`config.mk`:
```
export PLATFORM = sky130hd
export DESIGN_NAME = vga_timing_gen
export DESIGN_NICKNAME = d
export VERILOG_FILES = /design/src/rtl/vga_pkg.sv /design/src/rtl/vga_delay_line.sv /design/src/rtl/vga_timing_gen.sv
export SDC_FILE = /design/constraint.sdc
export NUM_CORES = 1
export LEC_CHECK = 0
export ABC_AREA = 1
export BUFFER_PORTS_ARGS = -buffer_cell sky130_fd_sc_hd__buf_4
export CAP_MARGIN = 20
export CORE_MARGIN = 5
export CORE_UTILIZATION = 25
export CTS_BUF_LIST = sky130_fd_sc_hd__clkbuf_4
export CTS_CLUSTER_DIAMETER = 150
export CTS_CLUSTER_SIZE = 30
export DETAILED_ROUTE_END_ITERATION = 12
export HOLD_SLACK_MARGIN = 0.12
export PLACE_DENSITY = 0.4
export SLEW_MARGIN = 20
export SYNTH_ARGS = -nofsm -noshare
export SYNTH_HDL_FRONTEND = slang
export SYNTH_SLANG_ARGS = --single-unit
```
`constraint.sdc`:
```
create_clock -name clk -period 1.85 [get_ports clk]
set_clock_uncertainty 0.15 [all_clocks]
set_input_delay 0.37 -clock clk [delete_from_list [all_inputs] [get_ports clk]]
set_output_delay 0.37 -clock clk [all_outputs]
set_load 0.05 [all_outputs]
```
`src/rtl/vga_pkg.sv`:
```
// Shared VGA timing types, the stock 640x480@60 mode and raster total helpers.
package vga_pkg;

  typedef struct packed {
    logic [15:0] h_active, h_fp, h_sync, h_bp;
    logic [15:0] v_active, v_fp, v_sync, v_bp;
    logic        h_pol, v_pol;
  } vga_timing_t;

  localparam vga_timing_t VGA_640x480_60 = '{
    h_active: 16'd640, h_fp: 16'd16, h_sync: 16'd96, h_bp: 16'd48,
    v_active: 16'd480, v_fp: 16'd10, v_sync: 16'd2,  v_bp: 16'd33,
    h_pol: 1'b0, v_pol: 1'b0
  };

  typedef struct packed {
    logic [3:0] r, g, b;
  } rgb444_t;

  // hs/vs are carried as "asserted" flags; polarity is applied at the pins
  typedef struct packed {
    logic de, hs, vs;
  } vga_ctl_t;

  function automatic int h_total(vga_timing_t t);
    return int'(t.h_active) + int'(t.h_fp) + int'(t.h_sync) + int'(t.h_bp);
  endfunction

  function automatic int v_total(vga_timing_t t);
    return int'(t.v_active) + int'(t.v_fp) + int'(t.v_sync) + int'(t.v_bp);
  endfunction

endpackage

```
`src/rtl/vga_delay_line.sv`:
```
// Enable-gated shift register with synchronous clear; DEPTH=0 is a wire.
module vga_delay_line #(
  parameter int WIDTH = 1,
  parameter int DEPTH = 1
) (
  input  logic             clk,
  input  logic             rst,
  input  logic             clr,
  input  logic             ce,
  input  logic [WIDTH-1:0] d,
  output logic [WIDTH-1:0] q
);

  if (DEPTH == 0) begin : g_thru
    logic unused_ctl;
    assign unused_ctl = ^{clk, rst, clr, ce};
    assign q = d;
  end else begin : g_sr
    logic [DEPTH-1:0][WIDTH-1:0] sr;
    always_ff @(posedge clk) begin
      if (rst || clr) begin
        sr <= '0;
      end else if (ce) begin
        sr[0] <= d;
        for (int i = 1; i < DEPTH; i++) sr[i] <= sr[i-1];
      end
    end
    assign q = sr[DEPTH-1];
  end

endmodule

```
`src/rtl/vga_timing_gen.sv`:
```
// VGA raster engine: pixel-tick divider, h/v counters, pixel request and
// pipeline-aligned sync/colour pin registers.
module vga_timing_gen
  import vga_pkg::*;
#(
  parameter int CLK_DIV  = 4,
  parameter int H_ACTIVE = int'(VGA_640x480_60.h_active),
  parameter int H_FP     = int'(VGA_640x480_60.h_fp),
  parameter int H_SYNC   = int'(VGA_640x480_60.h_sync),
  parameter int H_BP     = int'(VGA_640x480_60.h_bp),
  parameter int V_ACTIVE = int'(VGA_640x480_60.v_active),
  parameter int V_FP     = int'(VGA_640x480_60.v_fp),
  parameter int V_SYNC   = int'(VGA_640x480_60.v_sync),
  parameter int V_BP     = int'(VGA_640x480_60.v_bp),
  parameter bit H_POL    = VGA_640x480_60.h_pol,
  parameter bit V_POL    = VGA_640x480_60.v_pol,
  parameter int PIPE     = 2
) (
  input  logic        clk,
  input  logic        rst,
  input  logic        en,
  input  logic [11:0] rgb_in,
  output logic        pix_ce,
  output logic        req,
  output logic [$clog2(H_ACTIVE+H_FP+H_SYNC+H_BP)-1:0] x,
  output logic [$clog2(V_ACTIVE+V_FP+V_SYNC+V_BP)-1:0] y,
  output logic        line_start,
  output logic        frame_start,
  output logic        Hsync,
  output logic        Vsync,
  output logic [3:0]  vgaRed,
  output logic [3:0]  vgaGreen,
  output logic [3:0]  vgaBlue
);

  localparam vga_timing_t TM = '{
    h_active: 16'(H_ACTIVE), h_fp: 16'(H_FP), h_sync: 16'(H_SYNC), h_bp: 16'(H_BP),
    v_active: 16'(V_ACTIVE), v_fp: 16'(V_FP), v_sync: 16'(V_SYNC), v_bp: 16'(V_BP),
    h_pol: H_POL, v_pol: V_POL
  };
  localparam int H_TOTAL = h_total(TM);
  localparam int V_TOTAL = v_total(TM);
  localparam int XW = $clog2(H_TOTAL);
  localparam int YW = $clog2(V_TOTAL);
  localparam int DW = (CLK_DIV > 1) ? $clog2(CLK_DIV) : 1;

  localparam logic [DW-1:0] DLAST = DW'(CLK_DIV - 1);
  localparam logic [XW-1:0] HA    = XW'(H_ACTIVE);
  localparam logic [XW-1:0] HS0   = XW'(H_ACTIVE + H_FP);
  localparam logic [XW-1:0] HS1   = XW'(H_ACTIVE + H_FP + H_SYNC - 1);
  localparam logic [XW-1:0] HLAST = XW'(H_TOTAL - 1);
  localparam logic [YW-1:0] VA    = YW'(V_ACTIVE);
  localparam logic [YW-1:0] VS0   = YW'(V_ACTIVE + V_FP);
  localparam logic [YW-1:0] VS1   = YW'(V_ACTIVE + V_FP + V_SYNC - 1);
  localparam logic [YW-1:0] VLAST = YW'(V_TOTAL - 1);

  logic [DW-1:0] div;
  logic [XW-1:0] hcnt;
  logic [YW-1:0] vcnt;
  vga_ctl_t      ctl, ctl_q;
  rgb444_t       pix;

  // rst gates the tick so CLK_DIV=1 does not strobe while held in reset
  assign pix_ce      = (div == DLAST) && en && !rst;
  assign req         = (hcnt < HA) && (vcnt < VA);
  assign x           = hcnt;
  assign y           = vcnt;
  assign line_start  = pix_ce && (hcnt == '0);
  assign frame_start = line_start && (vcnt == '0);

  always_ff @(posedge clk) begin
    if (rst || !en) begin
      div  <= '0;
      hcnt <= '0;
      vcnt <= '0;
    end else begin
      div <= (div == DLAST) ? '0 : div + 1'b1;
      if (pix_ce) begin
        if (hcnt == HLAST) begin
          hcnt <= '0;
          vcnt <= (vcnt == VLAST) ? '0 : vcnt + 1'b1;
        end else begin
          hcnt <= hcnt + 1'b1;
        end
      end
    end
  end

  assign ctl.de = req;
  assign ctl.hs = (hcnt >= HS0) && (hcnt <= HS1);
  assign ctl.vs = (vcnt >= VS0) && (vcnt <= VS1);

  vga_delay_line #(.WIDTH($bits(vga_ctl_t)), .DEPTH(PIPE - 1)) u_dly (
    .clk (clk),
    .rst (rst),
    .clr (!en),
    .ce  (pix_ce),
    .d   (ctl),
    .q   (ctl_q)
  );

  // Blanking is enforced here: rgb_in only reaches the pins inside the visible area
  always_ff @(posedge clk) begin
    if (rst || !en) begin
      Hsync <= ~H_POL;
      Vsync <= ~V_POL;
      pix   <= '0;
    end else if (pix_ce) begin
      Hsync <= ctl_q.hs ? H_POL : ~H_POL;
      Vsync <= ctl_q.vs ? V_POL : ~V_POL;
      pix   <= ctl_q.de ? rgb444_t'(rgb_in) : '0;
    end
  end

  assign vgaRed   = pix.r;
  assign vgaGreen = pix.g;
  assign vgaBlue  = pix.b;

endmodule

```
==> reports/results.ini, run 1 <==
[route]
wl_per_cell_um=13.4
vias=2002
drc_errors=0
routed_wirelength_um=6120
drt_iter0_drc=45
vias_per_cell=4.39
ant_nets=0
first_pass_iters=4

[worst_setup_path]
reg2reg_depth=10
required_ns=1.33
cp-startpoint=div[0]
start_kind=flip-flop
end_kind=output pin
r2r_setup_slack_ns=0.11
critPathKind=reg2out
cp_max_fo=2
crit_slowest_cell=dfxtp_2
rr_endpoint=y[6]
worstPathCellList=ha_4, nand2_4, nor2_4, nand4_1, nor4_4, buf_6
slowest_delay_ns=0.38
arrival_ns=1.67
reg2reg_from=div[0]

[layout]
finalNetCount=376
num_antenna_cells=0
fill_cells=769
design_area_um2=2910
post-route-util_pct=39.7
drive_gt1_share_pct=36.7
area_growth_pct=52.9

[synth]
synthSimpleGateAreaFrac_pct=35.7
yosysTopAreaCellShare_pct=41.0
syn_area_um2=1900
synthTopCellsByArea=dfxtp_1, nand2_1, nor2_1
ys_seq_area_share_pct=41.0
yosysWarnings=0
synthXorXnorAreaFrac_pct=0.460
yosysMostFrequentCell=nand2_1
synth_top_area_cell=dfxtp_1
synth-edff-count=0
synth_compound_area_share_pct=11.0
synth_cell_types=27
ys_seq_elements=39
synth_area_per_cell_um2=7.21
async_reset_ff_share_pct=0
yosys-top-cells-count=nand2_1, nor2_1, dfxtp_1
synthAdderAreaFrac_pct=3.29
synthMuxAreaShare_pct=0
synth_top_family_by_area=simple AND/OR/NAND/NOR gates
synth_nets=284
syn_inst=264
synth-main-ff-cell=dfxtp_1

[floorplanning]
rows=31
dieArea_um2=9460
dieHeight_um=97.3
io_pins=53
die_x_um=97.3
initial_utilization_pct=26.0
core-area_um2=7330

[power_and_ir_drop]
netSwitchingPower_mw=0.354
p_leak_nw=1.33
pwr-share-clk_pct=33.0
p_seq_share_pct=60.6
p_int_mw=1.03
vdd_ir_drop_max_v=0.000216
p_per_area_nw_per_um2=475
power_frac_comb_pct=6.4
netSwitchingFraction_pct=25.5

[clock_network]
clock_latency_ns=0.35
cts_made_buffers=5
htreeDepth=2
clockRootBuffer=clkbuf_4
clk_path_buf_depth=2
cts_tree=built
clock-sinks=39
clk_pin_slew_ns=0.14

[global_routing]
grt_pass1_vias=2035
grt_use_total_pct=13.1
grt_overflow=0
grt_pass1_wl_um=10200
antenna_found_initial=0
grt_max_degree=14

[sta]
rsz0062_at_grt=yes
worst_pin_slew_ns=0.499
setup_tns_ns=-0.606
fmax_mhz=457
hold_viol=0
holdWs_ns=0.141
setup_slack_ns=-0.336
finalMaxSlewViolations=0
finalSetupViolCount=3
relSlewSlack_pct=66.7
finalCritPeriodShare_pct=118
finalWorstPathRequiredPeriod_ns=2.19

[worst_hold_path]
min_from=rgb_in[3]
min_path_cells=2
hp-class=in2reg
hold_path_end=vgaBlue[3]

[place]
hpwl_um=4750
pre_cts_ws_ns=-0.0598
portBuffers=52
place_area_um2=2620
globalplace.congestion=0.769

[run_status]
violations=setup timing
status=complete, but fails checks

[flow_run]
drv_cap=0

==> worst max-delay path: cells and delay by family, from the launching register on <==
kind,cells,cell delay (ns)
buf+inv,1,0.19
simple gates,4,0.59
fa+ha+maj,1,0.15
flops,1,0.38
==> layer usage <==
| layer | global-route usage [%] | share of wire, % | up-vias |
|---|---|---|---|
| met5 | 0 | 0 | - |
| met4 | 3.19 | 0.75 | 0 |
| met3 | 2.58 | 3.3 | 4 |
| met2 | 21.9 | 48 | 33 |
| met1 | 17.5 | 48 | 918 |
| li1 | - | - | 1047 |
==> final cells by class <==
class,instances,area [um^2],area share (%)
flip-flops and latches,39,810,27.8
clock inverters,3,20.0,0.688
well taps,99,124,4.25
clock buffers,5,37.5,1.29
multi-input cells,183,1040,35.8
repair buffers,91,744,25.6
inverters,36,135,4.64
==> worst max path at each step <==
stage / to / depth (start not counted) / slack [ns]
finish: frame_start / 6 / -0.34
global route: frame_start / 6 / -0.43
CTS: frame_start / 6 / -0.38
detailed placement: frame_start / 6 / -0.06
global placement: frame_start / 6 / 0.01
floorplan: frame_start / 6 / -0.20
==> per-stage QoR <==
step	total power, mW	instances
after floorplan	0.886	264
after global placement	0.929	434
after detailed placement	0.929	434
after CTS	1.41	456
after global routing	1.45	456
final	1.38	456
==> logic make-up after synthesis <==
family	Yosys count
XOR/XNOR	1
flip-flops	39
AND/OR/NAND/NOR	149
AO/OA/AOI/OAI	28
buffers and inverters	42
adder cells (fa/ha/maj)	5
==> power groups by stage <==
stage / clock network [mW] / logic, mW / registers, mW
5_1_grt: 0.511 / 0.0982 / 0.839
6_report: 0.457 / 0.0887 / 0.838
3_5_place_dp: 0 / 0.0697 / 0.859
4_1_cts: 0.477 / 0.0901 / 0.839
3_3_place_gp: 0 / 0.0697 / 0.859
2_1_floorplan: 0 / 0.0273 / 0.859
==> layout by cell type, fill, tap and decap left out, types with 2 or more instances in the layout <==
cell type,n
o21bai_1,3
dfxtp_1,24
nand4_1,11
ha_1,4
o21ai_1,3
inv_2,7
nor3_1,4
nor2_4,2
buf_6,7
dfxtp_4,4
nor2_2,5
nand2_1,51
clkbuf_4,5
buf_4,72
nand3_1,16
a21oi_1,5
nand2_2,4
clkinvlp_4,2
nor2_1,46
inv_1,28
nand2_4,3
a32o_1,12
o21ai_0,4
dlygate4sd3_1,11
dfxtp_2,11
==> sequential cells by signal, summed over array words and instances (netlist names) <==
register	cells
div	2
vgaBlue	4
vgaGreen	4
vgaRed	4
Hsync	1
Vsync	1
u_dly.q	3
x	10
y	10
==> timing repair <==
item | 4_1_cts | 5_1_grt
hold buffers | 11 | 0
endpoints found under the setup margin | 4 | 7
pin swaps | 4 | 2
hold endpoints to repair | 11 | 0
gates resized for setup | 24 | 6
setup buffers | 4 | 0
No activity file was read; power rests on OpenSTA's default activity.
==> inputs of run 2 (changes only) <==
--- a/config.mk
+++ b/config.mk
@@ -6,7 +6,7 @@
 export NUM_CORES = 1
 export LEC_CHECK = 0
 export ABC_AREA = 1
-export BUFFER_PORTS_ARGS = -buffer_cell sky130_fd_sc_hd__buf_4
+export BUFFER_PORTS_ARGS = -buffer_cell sky130_fd_sc_hd__buf_2
 export CAP_MARGIN = 20
 export CORE_MARGIN = 5
 export CORE_UTILIZATION = 25
==> reports/results.ini, run 2 (synthesis results as in run 1) <==
[layout]
mostFrequentLayoutCell=nand2_1  ; was buf_4
finalNetCount=385  ; was 376
drive_gt1_share_pct=39.1  ; was 36.7%
final_cell_mix=nand2_1, buf_2, nor2_1  ; was buf_4, nand2_1, nor2_1
finalNonFillerCells=465  ; was 456
multi_input_area_um2=1080  ; was 1040 um^2
area_growth_pct=53.0  ; was 52.9%
fill_cells=788  ; was 769
register_area_um2=806  ; was 810 um^2
num_antenna_cells=0  ; unchanged

[global_routing]
grt_use_met1_pct=16.4  ; was 17.5%
grt_pass1_wl_um=10400  ; was 10200 um
grt_max_degree=16  ; was 14
grt_use_total_pct=13.2  ; was 13.1%
grt_overflow=0  ; unchanged
grtUsageMet3_pct=3.02  ; was 2.58%
gr-max-usage-layer=met2  ; unchanged
antenna_found_initial=0  ; unchanged
gr-usage-met2_pct=22.8  ; was 21.9%
grt_pass1_vias=2163  ; was 2035

[worst_setup_path]
end_kind=output pin  ; unchanged
crit_end=frame_start  ; unchanged
required_ns=1.33  ; about the same
critPathKind=reg2out  ; unchanged
r2r_setup_slack_ns=0.07  ; was 0.11 ns
crit_slowest_cell=dfxtp_2  ; unchanged
cp.buffers_inverters=1  ; unchanged
arrival_ns=1.68  ; was 1.67 ns
cp_max_fo=2  ; unchanged
reg2reg_from=div[0]  ; unchanged
path_depth=6  ; unchanged
cp-startpoint=div[0]  ; unchanged
worstPathCellList=ha_4, nand2_4, nor2_4, nand4_1, nor4_4, buf_6  ; unchanged
slowest_delay_ns=0.37  ; was 0.38 ns
reg2reg_depth=10  ; unchanged
start_kind=flip-flop  ; unchanged
crit_family=simple AND/OR/NAND/NOR gates  ; unchanged
rr_endpoint=x[8]  ; was y[6]

[route]
vias=2048  ; was 2002
wl_per_cell_um=13.1  ; was 13.4 um
first_pass_iters=4  ; unchanged
routed_wirelength_um=6090  ; was 6120 um
drt_iter0_drc=77  ; was 45
drc_errors=0  ; unchanged
vias_per_cell=4.40  ; was 4.39
ant_nets=0  ; unchanged

[power_and_ir_drop]
netSwitchingPower_mw=0.359  ; was 0.354 mW
p_int_mw=1.02  ; was 1.03 mW
power_frac_comb_pct=5.6  ; was 6.4%
p_per_area_nw_per_um2=474  ; was 475 nW/um^2
pwr-share-clk_pct=33.6  ; was 33.0%
p_seq_share_pct=60.8  ; was 60.6%
p_leak_nw=1.38  ; was 1.33 nW
netSwitchingFraction_pct=26.0  ; was 25.5%
vdd_ir_drop_max_v=0.000198  ; was 0.000216 V

[run_status]
violations=setup timing  ; unchanged
status=complete, but fails checks  ; unchanged

[place]
hpwl_um=4630  ; was 4750 um
portBuffers=52  ; unchanged
globalplace.congestion=0.796  ; was 0.769
dp_cells=439  ; was 434

[clock_network]
cts_made_buffers=5  ; unchanged
clk_pin_slew_ns=0.13  ; was 0.14 ns
clock-sinks=39  ; unchanged
clock_latency_ns=0.35  ; about the same
clk_path_buf_depth=2  ; unchanged
cts_tree=built  ; unchanged
clockRootBuffer=clkbuf_4  ; unchanged
htreeDepth=2  ; unchanged

[floorplanning]
die_x_um=97.3  ; unchanged
core-area_um2=7330  ; unchanged
dieHeight_um=97.3  ; unchanged
initial_utilization_pct=26.0  ; unchanged
dieArea_um2=9460  ; unchanged
rows=31  ; unchanged
io_pins=53  ; unchanged

[sta]
finalMaxSlewViolations=0  ; unchanged
finalCritPeriodShare_pct=119  ; was 118%
finalSetupViolCount=4  ; was 3
setup_slack_ns=-0.349  ; was -0.336 ns
fmax_mhz=455  ; was 457 MHz
rsz0062_at_grt=yes  ; unchanged
holdWs_ns=0.142  ; was 0.141 ns
finalWorstPathRequiredPeriod_ns=2.20  ; was 2.19 ns
worst_pin_slew_ns=0.449  ; was 0.499 ns
hold_viol=0  ; unchanged
relSlewSlack_pct=70.0  ; was 66.7%

[flow_run]
drv_cap=0  ; unchanged

[worst_hold_path]
hp-class=in2reg  ; unchanged

## run 2: cell types whose count changed in the layout (fill, tap and decap cells not counted), moves of 2 or more
| cell | delta |
|---|---|
| buf_2 | +48 |
| buf_4 | -42 |
| buf_6 | +3 |
| nand3_1 | -2 |
| nor2_2 | -2 |
| nor2_4 | +2 |
## run 2: worst min path at each step
stage	from	endpoint	slack [ns]	cells after the start
after floorplan	div[0]	div[0]	0.25	1
after global placement	div[0]	div[0]	0.26	1
after detailed placement	div[0]	div[0]	0.27	1
after CTS	rgb_in[3]	vgaBlue[3]	0.12	2
after global routing	rgb_in[3]	vgaBlue[3]	0.14	2
final	rgb_in[11]	vgaRed[3]	0.14	2
## run 2: power groups by stage
stage	sequential [mW]	combinational (mW)	clock, mW
global placement	0.859	0.0593	0
CTS	0.840	0.0770	0.498
finish	0.840	0.0768	0.464
global route	0.841	0.0858	0.526
floorplan	0.859	0.0273	0
detailed placement	0.859	0.0589	0
## run 2: through the flow
step	util, %	setup slack (ns)	area, um^2	power (mW)	setup TNS, ns
6_report	39.8	-0.349	2910	1.38	-0.710
5_1_grt	39.8	-0.479	2910	1.45	-1.13
4_1_cts	38.5	-0.379	2820	1.42	-0.753
3_5_place_dp	34.5	-0.0435	2530	0.918	-0.0435
3_3_place_gp	34.5	-0.0160	2530	0.918	-0.0160
2_1_floorplan	-	-0.203	1950	0.886	-0.283
## run 2: repair_timing
action	CTS	global route
setup buffers	4	4
endpoints found under the hold margin	10	0
pin swaps	5	5
hold buffers	10	0
setup endpoints to repair	4	10
gates resized for setup	30	16
cloned	0	0
## run 2: worst reg2reg max path: stages (launching register included)
cell	delay (ns)
dfxtp_2	0.37
ha_4	0.15
nand2_4	0.05
nor2_4	0.11
buf_6	0.11
buf_6	0.10
buf_8	0.13
buf_6	0.12
nand3_1	0.12
o21ai_0	0.19
a21oi_1	0.08
## run 2: cell type report
class / count / share of cell area, %
clock buffers: 5 / 1.29
inverters: 36 / 4.81
clock inverters: 3 / 0.687
well taps: 99 / 4.25
multi-input cells: 183 / 37.0
repair buffers: 100 / 24.3
flip-flops and latches: 39 / 27.7
## run 2: per-layer routing
layer  share of wire [%]  wire length [um]
met1                  47              2870
met2                  48              2940
met3                 3.6               218
met4                 1.0                63
met5                   0                 0
==> inputs of run 3 (changes only) <==
--- a/config.mk
+++ b/config.mk
@@ -6,16 +6,17 @@
 export NUM_CORES = 1
 export LEC_CHECK = 0
 export ABC_AREA = 1
+export ABC_CLOCK_PERIOD_IN_PS = 1850
 export BUFFER_PORTS_ARGS = -buffer_cell sky130_fd_sc_hd__buf_2
 export CAP_MARGIN = 20
 export CORE_MARGIN = 5
-export CORE_UTILIZATION = 25
+export CORE_UTILIZATION = 54
 export CTS_BUF_LIST = sky130_fd_sc_hd__clkbuf_4
 export CTS_CLUSTER_DIAMETER = 150
 export CTS_CLUSTER_SIZE = 30
 export DETAILED_ROUTE_END_ITERATION = 12
 export HOLD_SLACK_MARGIN = 0.12
-export PLACE_DENSITY = 0.4
+export PLACE_DENSITY = 0.78
 export SLEW_MARGIN = 20
 export SYNTH_ARGS = -nofsm -noshare
 export SYNTH_HDL_FRONTEND = slang
==> reports/results.ini, run 3 (synthesis results as in run 1) <==
[run_status]
status=complete, but fails checks  ; unchanged
violations=setup timing  ; unchanged

[worst_hold_path]
hp-class=in2reg  ; unchanged

[sta]
finalMaxSlewViolations=0  ; unchanged
finalSetupViolCount=7  ; was 4
worst_pin_slew_ns=0.637  ; was 0.449 ns
finalCritPeriodShare_pct=121  ; was 119%
relSlewSlack_pct=57.3  ; was 70.0%
rsz0062_at_grt=yes  ; unchanged
holdWs_ns=0.151  ; was 0.142 ns
hold_viol=0  ; unchanged
fmax_mhz=448  ; was 455 MHz
finalWorstPathRequiredPeriod_ns=2.23  ; was 2.20 ns
setup_slack_ns=-0.380  ; was -0.349 ns
setup_tns_ns=-0.954  ; was -0.710 ns

[worst_setup_path]
cp.buffers_inverters=1  ; unchanged
r2r_setup_slack_ns=-0.04  ; was 0.07 ns
path_depth=6  ; unchanged
cp-startpoint=div[0]  ; unchanged
reg2reg_depth=12  ; was 10
crit_end=frame_start  ; unchanged
cp_max_fo=2  ; unchanged
reg2reg_from=div[0]  ; unchanged
slowest_delay_ns=0.39  ; was 0.37 ns
rr_endpoint=y[8]  ; was x[8]
crit_family=simple AND/OR/NAND/NOR gates  ; unchanged
crit_slowest_cell=dfxtp_4  ; was dfxtp_2
critPathKind=reg2out  ; unchanged
worstPathCellList=ha_4, nand2_4, nor2_4, nand4_1, nor4_4, buf_6  ; unchanged
arrival_ns=1.71  ; was 1.68 ns
end_kind=output pin  ; unchanged
required_ns=1.33  ; about the same
start_kind=flip-flop  ; unchanged

[floorplanning]
dieHeight_um=69.4  ; was 97.3 um
die_x_um=69.4  ; was 97.3 um
io_pins=53  ; unchanged
initial_utilization_pct=56.6  ; was 26.0%
dieArea_um2=4810  ; was 9460 um^2
rows=21  ; was 31
core-area_um2=3360  ; was 7330 um^2

[place]
globalplace.congestion=0.953  ; was 0.796
place_area_um2=2400  ; was 2530 um^2
hpwl_um=3810  ; was 4630 um
portBuffers=52  ; unchanged
pre_cts_ws_ns=-0.0722  ; was -0.0435 ns

[clock_network]
clock-sinks=39  ; unchanged
clk_path_buf_depth=2  ; unchanged
clockRootBuffer=clkbuf_4  ; unchanged
cts_made_buffers=5  ; unchanged
cts_tree=built  ; unchanged
clock_latency_ns=0.36  ; was 0.35 ns
htreeDepth=2  ; unchanged
clk_pin_slew_ns=0.13  ; about the same

[route]
drt_iter0_drc=277  ; was 77
ant_nets=0  ; unchanged
wl_per_cell_um=17.0  ; was 13.1 um
first_pass_iters=5  ; was 4
drc_errors=0  ; unchanged
routed_wirelength_um=6880  ; was 6090 um
vias=2331  ; was 2048
vias_per_cell=5.76  ; was 4.40

[layout]
final_cell_mix=nand2_1, buf_2, nor2_1  ; unchanged
drive_gt1_share_pct=39.8  ; was 39.1%
design_area_um2=2920  ; was 2910 um^2
area_growth_pct=53.2  ; was 53.0%
mostFrequentLayoutCell=nand2_1  ; unchanged
num_antenna_cells=0  ; unchanged
finalNetCount=378  ; was 385

[global_routing]
antenna_found_initial=0  ; unchanged
grt_use_total_pct=24.5  ; was 13.2%
grt_pass1_wl_um=9470  ; was 10400 um
grt_pass1_vias=2007  ; was 2163
grt_max_degree=16  ; unchanged
grt_overflow=0  ; unchanged

[power_and_ir_drop]
p_per_area_nw_per_um2=572  ; was 474 nW/um^2
vdd_ir_drop_max_v=0.000651  ; was 0.000198 V
p_leak_nw=1.41  ; was 1.38 nW

[flow_run]
drv_cap=0  ; unchanged

==> run 3: cell count changes in the layout (fill, tap and decap cells not counted), moves of 2 or more <==
cell | before | now
buf_4 | 30 | 21
nand2_1 | 51 | 49
nand3_2 | 2 | 4
nand3_1 | 14 | 12
bufinv_16 | 0 | 2
nor2_2 | 3 | 6
buf_12 | 0 | 2
nor2_1 | 46 | 44
==> run 3: cell type report <==
cell class,instances,area (um^2)
clock buffer,6,45.0
sequential,39,808
inverter,36,144
fill,194,445
clock inverter,2,60.1
timing repair buffer,93,697
multi-input combinational,183,1110
tap,46,57.6
==> run 3: routing by layer <==
metal	share of wire [%]	wire length, um	GRT usage, %
met1	36	2500	28.6
met2	50	3410	40.9
met3	8.6	589	6.96
met4	5.5	376	11.7
met5	0	0	0
==> run 3: per-stage QoR <==
stage	util (%)	std cells	power [mW]
after global routing	86.8	405	1.72
after CTS	83.4	401	1.66
after detailed placement	71.4	374	0.922
final	86.8	405	1.67
after global placement	71.4	374	0.920
after floorplan	-	264	0.886
==> run 3: how the worst min path moves through the flow <==
stage	from	endpoint	slack, ns	cells past startpoint
floorplan	div[0]	div[0]	0.25	1
global placement	div[0]	div[0]	0.26	1
detailed placement	u_dly.q[0]	Vsync	0.27	1
CTS	rgb_in[4]	vgaGreen[0]	0.12	2
global route	rgb_in[1]	vgaBlue[1]	0.15	2
finish	rgb_in[1]	vgaBlue[1]	0.15	2
==> run 3: repair_timing <==
item	in CTS	in global routing
hold buffers	10	1
resized for setup	31	24
buffers inserted	8	4
endpoints found under the hold margin	10	1
setup endpoints to repair	4	21
cloned	1	0
pin swaps	4	12
==> run 3: report_power, final <==
group | switching (mW) | total, mW | internal, mW | leakage (nW)
logic | 0.0451 | 0.0928 | 0.0477 | 1.03
clock network | 0.299 | 0.736 | 0.436 | 0.0559
registers | 0.00281 | 0.839 | 0.837 | 0.323
total | 0.347 | 1.67 | 1.32 | 1.41
